==> src/rtl/tree_mgt_pkg.sv <==
// Shared types and helpers for the tree space manager front-end.
package tree_mgt_pkg;

  localparam int TOKEN_WIDTH_DEF = 8;

  // The round-robin search works on a fixed-width request vector so that one
  // function can serve any client count up to MAX_CLIENT.
  localparam int MAX_CLIENT   = 32;
  localparam int CLIENT_IDX_W = 6;

  typedef enum logic [1:0] {
    ST_IDLE  = 2'd0,
    ST_REQ   = 2'd1,
    ST_GRANT = 2'd2
  } alloc_state_e;

  // Returns the first requester at or after ptr, wrapping at nb-1 -> 0.
  // The result is meaningless when req is all zero; callers gate on |req.
  function automatic logic [CLIENT_IDX_W-1:0] rr_pick(
    input logic [MAX_CLIENT-1:0]   req,
    input logic [CLIENT_IDX_W-1:0] nb,
    input logic [CLIENT_IDX_W-1:0] ptr
  );
    logic [CLIENT_IDX_W-1:0] idx;
    logic                    found;
    rr_pick = ptr;
    found   = 1'b0;
    for (int i = 0; i < MAX_CLIENT; i++) begin
      idx = ptr + i[CLIENT_IDX_W-1:0];
      if (idx >= nb) idx = idx - nb;
      if (!found && (i < int'(nb)) && req[idx[4:0]]) begin
        rr_pick = idx;
        found   = 1'b1;
      end
    end
  endfunction

endpackage

==> src/rtl/tree_mgt_free_fifo.sv <==
// Synchronous FIFO buffering freed tokens on their way to the space manager.
module tree_mgt_free_fifo #(
  parameter int W     = 8,
  parameter int DEPTH = 4
) (
  input  logic         clk_i,
  input  logic         rst_n_i,
  input  logic         push_i,
  input  logic [W-1:0] push_data_i,
  input  logic         pop_i,
  output logic [W-1:0] head_o,
  output logic         full_o,
  output logic         empty_o
);

  localparam int AW = $clog2(DEPTH);
  localparam int CW = AW + 1;

  logic [W-1:0]  mem_q [DEPTH];
  logic [AW-1:0] wr_ptr_q, rd_ptr_q;
  logic [CW-1:0] count_q;
  logic          do_push, do_pop;

  assign full_o  = (count_q == CW'(DEPTH));
  assign empty_o = (count_q == '0);
  assign head_o  = mem_q[rd_ptr_q];
  assign do_push = push_i & ~full_o;
  assign do_pop  = pop_i & ~empty_o;

  // Storage write; no reset so it maps onto plain registers or a small RAM.
  always_ff @(posedge clk_i) begin
    if (do_push) mem_q[wr_ptr_q] <= push_data_i;
  end

  // Pointer and occupancy bookkeeping; pointers wrap naturally.
  always_ff @(posedge clk_i) begin
    if (!rst_n_i) begin
      wr_ptr_q <= '0;
      rd_ptr_q <= '0;
      count_q  <= '0;
    end else begin
      if (do_push) wr_ptr_q <= wr_ptr_q + AW'(1);
      if (do_pop)  rd_ptr_q <= rd_ptr_q + AW'(1);
      case ({do_push, do_pop})
        2'b10:   count_q <= count_q + CW'(1);
        2'b01:   count_q <= count_q - CW'(1);
        default: count_q <= count_q;
      endcase
    end
  end

endmodule

==> src/rtl/tree_mgt_client_arbiter.sv <==
// Merges per-engine token allocate/free traffic onto the manager's single
// request and free channels. Allocation is serialised by a small FSM; frees
// are arbitrated straight into a FIFO that drains to the manager.
// Supports up to 32 clients.
//
//   state    | meaning
//   ---------+------------------------------------------------------------
//   ST_IDLE  | waiting for any alloc request while the manager is not full
//   ST_REQ   | mgr_req_valid high, waiting for the manager to hand a token
//   ST_GRANT | one-cycle grant pulse to the latched winner with the token
module tree_mgt_client_arbiter
  import tree_mgt_pkg::*;
#(
  parameter int TOKEN_WIDTH = TOKEN_WIDTH_DEF,
  parameter int NB_CLIENT   = 2,
  parameter int FREE_DEPTH  = 4
) (
  input  logic                             aclk,
  input  logic                             aresetn,
  input  logic [NB_CLIENT-1:0]             cl_alloc_valid,
  output logic [NB_CLIENT-1:0]             cl_alloc_ready,
  output logic [TOKEN_WIDTH-1:0]           cl_alloc_addr,
  input  logic [NB_CLIENT-1:0]             cl_free_valid,
  output logic [NB_CLIENT-1:0]             cl_free_ready,
  input  logic [NB_CLIENT*TOKEN_WIDTH-1:0] cl_free_addr,
  output logic                             tree_full,
  output logic                             mgr_req_valid,
  input  logic                             mgr_req_ready,
  input  logic [TOKEN_WIDTH-1:0]           mgr_req_addr,
  output logic                             mgr_free_valid,
  input  logic                             mgr_free_ready,
  output logic [TOKEN_WIDTH-1:0]           mgr_free_addr,
  input  logic                             mgr_full
);

  localparam int PW = (NB_CLIENT > 1) ? $clog2(NB_CLIENT) : 1;

  function automatic logic [PW-1:0] rr_next(input logic [PW-1:0] idx);
    rr_next = (idx == PW'(NB_CLIENT - 1)) ? '0 : idx + PW'(1);
  endfunction

  alloc_state_e           state_q, state_d;
  logic [PW-1:0]          winner_q, winner_d;
  logic [PW-1:0]          alloc_ptr_q, alloc_ptr_d;
  logic [TOKEN_WIDTH-1:0] addr_q, addr_d;
  logic [PW-1:0]          alloc_win;

  logic [PW-1:0]          free_ptr_q, free_ptr_d;
  logic [PW-1:0]          free_win;
  logic                   free_full, free_empty, free_push, free_pop;
  logic [TOKEN_WIDTH-1:0] free_data;

  assign tree_full     = mgr_full;
  assign cl_alloc_addr = addr_q;

  assign alloc_win = PW'(rr_pick(MAX_CLIENT'(cl_alloc_valid),
                                 CLIENT_IDX_W'(NB_CLIENT),
                                 CLIENT_IDX_W'(alloc_ptr_q)));

  // Alloc FSM next-state and outputs.
  always_comb begin
    state_d        = state_q;
    winner_d       = winner_q;
    alloc_ptr_d    = alloc_ptr_q;
    addr_d         = addr_q;
    mgr_req_valid  = 1'b0;
    cl_alloc_ready = '0;
    case (state_q)
      ST_IDLE: begin
        if (|cl_alloc_valid && !mgr_full) begin
          winner_d = alloc_win;
          state_d  = ST_REQ;
        end
      end
      ST_REQ: begin
        mgr_req_valid = 1'b1;
        if (mgr_req_ready) begin
          addr_d  = mgr_req_addr;
          state_d = ST_GRANT;
        end
      end
      ST_GRANT: begin
        cl_alloc_ready[winner_q] = 1'b1;
        alloc_ptr_d              = rr_next(winner_q);
        state_d                  = ST_IDLE;
      end
      default: state_d = ST_IDLE;
    endcase
  end

  // Free-path arbitration: ready only from the registered FIFO occupancy, so
  // a pop in the same cycle never opens a slot for a push.
  assign free_win  = PW'(rr_pick(MAX_CLIENT'(cl_free_valid),
                                 CLIENT_IDX_W'(NB_CLIENT),
                                 CLIENT_IDX_W'(free_ptr_q)));
  assign free_push = aresetn & (|cl_free_valid) & ~free_full;
  assign free_data = cl_free_addr[free_win*TOKEN_WIDTH +: TOKEN_WIDTH];
  assign free_ptr_d = free_push ? rr_next(free_win) : free_ptr_q;

  // One-hot accept towards the winning free client.
  always_comb begin
    cl_free_ready = '0;
    if (free_push) cl_free_ready[free_win] = 1'b1;
  end

  assign mgr_free_valid = ~free_empty;
  assign free_pop       = ~free_empty & mgr_free_ready;

  // State register for the alloc FSM and both round-robin pointers.
  always_ff @(posedge aclk) begin
    if (!aresetn) begin
      state_q     <= ST_IDLE;
      winner_q    <= '0;
      alloc_ptr_q <= '0;
      addr_q      <= '0;
      free_ptr_q  <= '0;
    end else begin
      state_q     <= state_d;
      winner_q    <= winner_d;
      alloc_ptr_q <= alloc_ptr_d;
      addr_q      <= addr_d;
      free_ptr_q  <= free_ptr_d;
    end
  end

  tree_mgt_free_fifo #(
    .W     (TOKEN_WIDTH),
    .DEPTH (FREE_DEPTH)
  ) u_free_fifo (
    .clk_i       (aclk),
    .rst_n_i     (aresetn),
    .push_i      (free_push),
    .push_data_i (free_data),
    .pop_i       (free_pop),
    .head_o      (mgr_free_addr),
    .full_o      (free_full),
    .empty_o     (free_empty)
  );

endmodule
==> config.mk <==
export PLATFORM = sky130hd
export DESIGN_NAME = tree_mgt_client_arbiter
export DESIGN_NICKNAME = d
export VERILOG_FILES = /design/src/rtl/tree_mgt_pkg.sv /design/src/rtl/tree_mgt_free_fifo.sv /design/src/rtl/tree_mgt_client_arbiter.sv
export SDC_FILE = /design/constraint.sdc
export NUM_CORES = 1
export LEC_CHECK = 0
export CELL_PAD_IN_SITES_DETAIL_PLACEMENT = 1
export CELL_PAD_IN_SITES_GLOBAL_PLACEMENT = 1
export CORE_MARGIN = 8
export CORE_UTILIZATION = 39
export CTS_BUF_LIST = sky130_fd_sc_hd__clkbuf_16
export CTS_CLUSTER_DIAMETER = 200
export DETAILED_ROUTE_END_ITERATION = 10
export PLACE_DENSITY = 0.83
export SYNTH_ARGS = -nofsm -noshare
export SYNTH_HDL_FRONTEND = slang
export SYNTH_HIERARCHICAL = 1
export SYNTH_SLANG_ARGS = --single-unit
==> constraint.sdc <==
create_clock -name aclk -period 2.8 [get_ports aclk]
set_input_delay 0.56 -clock aclk [delete_from_list [all_inputs] [get_ports aclk]]
set_output_delay 0.56 -clock aclk [all_outputs]
set_load 0.02 [all_outputs]
==> results.txt <==
Comb power frac: 0.199
setup_tns: 0 ps
horizontal extent of the die: 92.77 µm
Root Buffer Master: clkbuf_16
worst IR drop on VDD: 0.3538 mV
Post-Route Skew: 6.315 ps
clk sink count: 54
synthesized cell area: 0.002298 mm²
share of final-layout standard cells stronger than drive strength 1: 0.1459
Overall Power: 1.892 mW
R2R Path End: u_free_fifo/count_q[2]
Synth Warn #: 6
final hold slack: 471.4 ps
Clock transition at path regs: 60 ps
Net Sw Frac: 0.2473
power density relative to cell area: 613.7 mW/mm²
Main synth FF type: edfxtp_1
via density per instance: 4.942
total clock buffers created by CTS: 5
Placeable Area: 0.005816 mm²
setup violators final: 0
area share of the largest cell type after synthesis: 0.4181
number of synthesized flops with an enable pin: 32
placed cell count: 300
max-slew headroom at the worst pin: 0.6177
remaining global-route overflow: 0
initial core utilization: 0.3952
wire length of the first global-routing pass: 8383 µm
largest cells by area after synthesis: edfxtp_1 42%, dfxtp_1 19%, mux4_2 7.8%
Detail Route Antenna Nets: 0
number of DRC violations after detailed-routing iteration 0: 149
Worst Hold Launch: cl_alloc_addr[3]
GR Util All Layers: 0.1235
Distinct cells, synth: 37
initial antenna violation count: 0
Post-CTS Setup Bufs: 0
TritonCTS clock tree: yes
maximum operating frequency: 0.3859 GHz
area occupied by registers: 0.001401 mm²
number of nets in the layout: 271
internal power: 1.424 mW
data arrival time of the worst path: 2030 ps
area added between synthesis and finish: 34.13%
post-synth net total: 212
number of instances in the synthesized netlist: 173
count of antenna diodes in the layout: 0
net switching power: 467.8 µW
cells on worst reg2reg path: 11
CP endpoint kind: output pin
most common cell in the synthesized netlist: edfxtp_1
count of endpoints failing hold in the final timing report: 0
DRT Wirelength: 5139 µm
final core utilization: 0.5301
pin count of the biggest net entering global routing: 30
status: finished clean
class of the most critical hold timing path: reg2reg
detailed-routing iteration count for the pre-antenna-repair pass: 4
cts hold-fix bufs: 0
routability cong.: 0.7458
count of unresolved DRC violations after routing: 0
Avg WL per Cell: 16.69 µm
biggest area consumer among synthesized cells: edfxtp_1
total number of vias: 1,522
transition at the pin with the smallest max-transition slack: 571.8 ps
Die Outline Area: 0.008606 mm²
post-DP HPWL: 3996 µm
number of global-route vias before repair: 1,724
post-route non-filler standard cell count: 308
die boundary height: 92.77 µm
min setup slack post-route: 208.6 ps
flop2flop setup slack: 370 ps
worst setup timing slack at the placement stage: 42.02 ps
Std-Cell Rows: 28
number of cells traversed by the worst hold path: 2
top cell types by occurrence after synthesis: 32 x edfxtp_1, 22 x dfxtp_1, 16 x nand2_1
data required time at the worst endpoint: 2240 ps
crit path kind: reg2out
Endpoint, Worst Hold: cl_alloc_addr[3]
maximum level of the CTS H-tree: 2
average cell area after synthesis: 13.29 µm²
Post-Place Cell Area: 0.002940 mm²
nature of the critical path startpoint: register
number of flip-flops and latches in the synthesized netlist: 54
Final Slew Violations: 0
Filler Cells Inserted: 615
unrepaired setup endpoints after global routing: no
final design area excluding fillers: 0.003083 mm²
multi-input gate area in the final layout: 819.5 µm²
Resize count post-CTS: 0
max-cap violation count: 0
Skew-Pair Late Insertion Delay: 290 ps
maximum root-to-sink buffer count: 2
Reg power frac: 0.493
clock period minus worst slack: 2591 ps
clock network fraction of design power: 0.308
I/O Pins: 56
share of synthesized area occupied by flip-flops and latches: 0.6097
reg2reg start: u_free_fifo/count_q[2]
crit-path max FO: 5
share of the clock period used by the worst path: 0.9255
buffers added on ports: 55
post-synthesis async set-or-reset flop share: 0
reported leakage power: 1.097 nW
-- state kept, by name, summed over array words and instances, names as in the netlist, named ones only --
signal / count
u_free_fifo/mem_q: 32
winner_q: 1
cl_alloc_addr: 8
alloc_ptr_q: 1
free_ptr_q: 1
u_free_fifo/wr_ptr_q: 2
u_free_fifo/rd_ptr_q: 2
state_q: 2
u_free_fifo/count_q: 3
-- worst max-delay path: stages (launching register included) --
cell	delay, ps
dfxtp_1	470
buf_4	220
mux4_2	500
clkdlybuf4s50_1	560
-- power groups by stage --
| stage | clock, mW | sequential (mW) | combinational, mW |
|---|---|---|---|
| 5_1_grt | 0.625 | 0.940 | 0.413 |
| 6_report | 0.582 | 0.932 | 0.377 |
| 4_1_cts | 0.599 | 0.934 | 0.384 |
| 2_1_floorplan | 0 | 0.941 | 0.217 |
| 3_3_place_gp | 0 | 0.946 | 0.373 |
| 3_5_place_dp | 0 | 0.951 | 0.383 |
-- cells by family (layout without fill, tap and decap cells) --
group	Yosys count	count (layout)	synth area share
DFF	54	54	0.6097
and+or+nand+nor	52	52	0.1236
AOI/OAI and AO/OA	22	22	0.05716
muxes	18	18	0.1263
buffers and inverters	18	78	0.03375
adders and majority gates	7	7	0.04192
xor gates and xnor gates	2	2	0.007623
-- layout make-up --
cell class / instances / area share
multi-input cells: 101 / 0.2658
flip-flops and latches: 54 / 0.4545
repair buffers: 60 / 0.1916
well taps: 75 / 0.03044
inverters: 10 / 0.01218
clock buffers: 5 / 0.04058
clock inverters: 3 / 0.004870
-- layer usage --
metal / vias to the layer above / GRT usage / part of all wire
met2: 51 / 0.2089 / 0.48
met3: 5 / 0.05987 / 0.10
met4: 0 / 0.05638 / 0.012
li1: 738 / - / -
met5: - / 0 / 0
met1: 728 / 0.1262 / 0.40
-- worst max path at each step --
stage	startpoint	to	slack, ps	depth (start not counted)
after global routing	register	mgr_free_addr[3]	100	3
after detailed placement	cl_free_valid[0]	cl_free_ready[1]	40	5
after global placement	cl_free_valid[0]	cl_free_ready[1]	60	5
after CTS	cl_free_valid[0]	cl_free_ready[1]	30	5
after floorplan	aresetn	u_free_fifo/count_q[2]	490	11
final	register	mgr_free_addr[3]	210	3
-- layout by cell type (no fill, tap or decap), types with 6 or more instances in the layout --
cell type        Yosys  layout
clkdlybuf4s50_1      0      54
edfxtp_1            32      32
dfxtp_1             22      22
nand2_1             16      16
o21ai_0             14      14
inv_1                9      11
mux2_2               8       8
nand3_1              8       8
mux4_2               8       8
and2_1               6       6
Power figures use the tool's default switching activity.
